$ cat src/rtl/binary_down_counter.sv
// Synchronous, parallel-loadable binary down counter with zero flag and one-cycle borrow pulse.
// Define BINARY_DOWN_COUNTER_AUTORELOAD_EN to reload from the last loaded value on wrap instead of all-ones.
module binary_down_counter #(
  parameter int WIDTH = 8
) (
  input  logic             clock,
  input  logic             reset,
  input  logic             toggle,
  input  logic             load,
  input  logic [WIDTH-1:0] D,
  output logic [WIDTH-1:0] A,
  output logic             zero,
  output logic             borrow
);

  logic [WIDTH-1:0] wrap_value;

`ifdef BINARY_DOWN_COUNTER_AUTORELOAD_EN
  logic [WIDTH-1:0] reload_value;

  // Remembers the most recent load so a wrap from 0 restarts the timer period.
  always_ff @(posedge clock) begin
    if (reset) begin
      reload_value <= '0;
    end else if (load) begin
      reload_value <= D;
    end
  end

  assign wrap_value = reload_value;
`else
  assign wrap_value = '1;
`endif

  always_ff @(posedge clock) begin
    if (reset) begin
      A      <= '0;
      borrow <= 1'b0;
    end else if (load) begin
      A      <= D;
      borrow <= 1'b0;
    end else if (toggle) begin
      if (A == '0) begin
        A      <= wrap_value;
        borrow <= 1'b1;
      end else begin
        A      <= A - 1'b1;
        borrow <= 1'b0;
      end
    end else begin
      borrow <= 1'b0;
    end
  end

  assign zero = (A == '0);

endmodule
$ cat config.mk
export PLATFORM = sky130hd
export DESIGN_NAME = binary_down_counter
export DESIGN_NICKNAME = d
export VERILOG_FILES = /design/src/rtl/binary_down_counter.sv
export SDC_FILE = /design/constraint.sdc
export NUM_CORES = 1
export LEC_CHECK = 0
export ABC_CLOCK_PERIOD_IN_PS = 3600
export BUFFER_PORTS_ARGS = -buffer_cell sky130_fd_sc_hd__buf_2
export CAP_MARGIN = 20
export CORE_MARGIN = 5
export CORE_UTILIZATION = 40
export DETAILED_ROUTE_END_ITERATION = 7
export PLACE_DENSITY = 0.69
export SYNTH_ARGS = -nofsm -noshare
export SYNTH_HDL_FRONTEND = slang
export SYNTH_SLANG_ARGS = --single-unit
$ cat constraint.sdc
create_clock -name clock -period 3.6 [get_ports clock]
set_input_delay 0 -clock clock [delete_from_list [all_inputs] [get_ports clock]]
set_output_delay 0 -clock clock [all_outputs]
set_load 0.05 [all_outputs]
==> flow_summary_export.csv <==
group,metric,value,unit
worst_setup_path,reg2reg_depth,5,
drt,wire_per_inst,13.7,microns
placement,dp_hpwl,1080,microns
finish,syn_to_final_growth,26.4,%
finish,drive_gt1_share,34.8,%
synth,ys_seq_elements,9,
sta,layout_min_cycle_time,1920,ps
drt,drtAntennaViolNets,0,
synth,yosysSeqAreaShare,31.9,%
sta,clock.fmax,521,MHz
sta,worstMarginPinSlew,295,ps
cts,cts_tree,"done",
global_route,grt_pass1_wl,2260,microns
cts,cts_buffers,3,
drt,wl_met1,674,microns
floorplan,die_h,47.6,microns
cts,ctsResizeCount,0,
cts,worstSkewPairLatency,260,ps
sta,rsz0062_at_grt,"no",
synth,synth_warnings,0,
placement,io_buffers,21,
cts,path_clk_slew,60,ps
worst_setup_path,cp-start-kind,"flip-flop",
sta,fin_crit_sh,53.3,%
global_route,grt_antenna_before_repair,0,
floorplan,die_w,47.6,microns
power_and_ir_drop,p_leak,0.333,nW
cts,cts_sinks,9,
placement,gp_congestion,0.788,
sta,hold_viol_final,0,
drt,via_per_inst,5.46,
worst_setup_path,cp-startpoint,"A[2]",
finish,layout.nets,107,
worst_setup_path,cp-end-kind,"output port",
worst_setup_path,r2r-start,"A[2]",
worst_setup_path,crit_end,"zero",
drt,drt-total-wl,1460,microns
worst_setup_path,cp_data_arrival_time,1920,ps
drt,first_iter_violations,15,
synth,synth_cells,69,
drt,wl_met2,665,microns
synth,synth_cell_type_count,29,
hold_path,min_path_type,"in -> reg",
worst_setup_path,critPathKind,"reg -> out",
floorplan,dieArea,2260,sq um
floorplan,row_count,13,
drt,wl_met3,103,microns
drt,top_layer,"met4",
sta,slew_headroom,80.3,%
floorplan,ioPinCount,22,
sta,setup_viol_count_final,0,
finish,layout_commonest_cell,"buf_2",
finish,n_antenna_cell,0,
synth,netlist_area,564,sq um
finish,layout_common_cells,"21 x buf_2, 9 x dfxtp_1, 8 x nor2_1",
power_and_ir_drop,vdd_drop_max,0.223,mV
drt,drt-pass1-iter-count,4,
cts,root_buffer,"clkbuf_4",
floorplan,fp.coreArea,1320,sq um
global_route,grt_pass1_vias,535,
cts,htreeDepth,1,
cts,cts_max_path_buffers,2,
sta,worst_slack,1680,ps
sta,slew_viol_final,0,
worst_setup_path,reg2reg_slack,1700,ps
worst_setup_path,crit_required,3600,ps
global_route,grt_use_total,14.3,%
job,drv_cap,0,
global_route,grt_overflow,0,
worst_setup_path,r2r-end,"A[2]",
synth,synth_nets,83,
global_route,grt_max_degree,15,
placement,pre_cts_ws,1700,ps
sta,setup-tns-final,0,ps
sta,finClkSkew,5.16,ps
status,status,"completed",
finish,fillCellCount,125,
drt,drc,0,
drt,num_vias,584,
worst_setup_path,critPathMaxFanout,6,
floorplan,start_util,42.8,%
synth,avgSynthCellArea,8.18,sq um
power_and_ir_drop,cellPowerDensity,429,nW/um^2
state kept, by name, summed over array words and instances, names as in the netlist:
name,count
borrow,1
A,8
report_power, final:
part           leakage, nW  switching (W)  internal (W)
Clock               0.0150      0.0000375     0.0000427
Sequential          0.0747      0.0000110      0.000108
Combinational        0.243      0.0000705     0.0000367
critical path, cell delays in order, from the launching register on:
cell and delay (ps):
dfxtp_1 360, or4_4 570, or3_4 400, clkinv_2 80
buf_2 260
timing repair:
item,CTS,global route
hold buffers,1,0
endpoints found under the hold margin,1,0
setup buffers,0,0
setup endpoints to repair,0,0
cell usage after synthesis:
cell | number | area share (%)
a2111oi_2 | 3 | 8.0
a211o_1 | 1 | 1.6
a211oi_1 | 2 | 2.7
a21oi_1 | 6 | 5.3
a41o_1 | 1 | 1.8
a41oi_1 | 1 | 1.6
clkbuf_1 | 3 | 2.0
clkinv_2 | 1 | 0.89
dfxtp_1 | 9 | 32
ha_1 | 2 | 4.4
inv_1 | 5 | 3.3
inv_2 | 1 | 0.66
nand2_1 | 2 | 1.3
nand2b_1 | 1 | 1.1
nor2_1 | 8 | 5.3
nor2_2 | 1 | 1.1
nor2b_1 | 1 | 1.1
nor3_1 | 5 | 4.4
nor3b_1 | 1 | 1.3
nor4_1 | 1 | 1.1
o21ai_0 | 2 | 1.8
o22ai_1 | 1 | 1.1
o31a_1 | 1 | 1.6
o31ai_1 | 2 | 2.7
or3_1 | 3 | 3.3
or3_4 | 1 | 2.0
or4_4 | 1 | 2.0
xnor2_1 | 1 | 1.6
xor2_1 | 2 | 3.1
per-layer routing:
metal	global-route usage, %	vias to the layer above
met1	19.1	259
met5	0	-
li1	-	302
met3	3.38	4
met4	6.45	0
met2	21.7	19
worst min-delay path by stage:
stage / slack, ps / cells after the start / endpoint / start
after floorplan: 140 / 2 / A[1] / D[1]
after global placement: 240 / 3 / A[1] / D[1]
after detailed placement: 240 / 3 / A[1] / D[1]
after CTS: 20 / 3 / A[5] / D[5]
after global routing: 40 / 3 / A[5] / D[5]
final: 20 / 3 / A[5] / D[5]
layout make-up:
class                           count  area [sq um]  share of cell area, %
Clock buffer                        4          26.3                   3.68
Inverter                            7          27.5                   3.86
Multi-Input combinational cell     50           345                   48.4
Sequential cell                     9           180                   25.3
Tap cell                           15          18.8                   2.63
Timing Repair Buffer               22           115                   16.1
kinds of logic (layout without fill, tap and decap cells):
| family | count (synthesis) | count (layout) | share of synthesized area [%] |
|---|---|---|---|
| compound gates | 20 | 20 | 27.9 |
| xor+xnor | 3 | 3 | 4.66 |
| fa+ha+maj | 2 | 2 | 4.43 |
| buf+inv | 10 | 33 | 6.87 |
| flops | 9 | 9 | 31.9 |
| simple gates | 25 | 25 | 24.2 |
stage by stage:
step | hold slack [ps] | area [sq um] | util, % | power, W | std cells
4_1_cts | 15.6 | 713 | 54.1 | 0.000307 | 107
6_report | 18.1 | 713 | 54.1 | 0.000306 | 107
2_1_floorplan | 145 | 564 | - | 0.000202 | 69
3_5_place_dp | 240 | 677 | 51.4 | 0.000227 | 102
3_3_place_gp | 237 | 677 | 51.4 | 0.000226 | 102
5_1_grt | 44.1 | 713 | 54.1 | 0.000322 | 107
(Power assumes the default switching activity.)
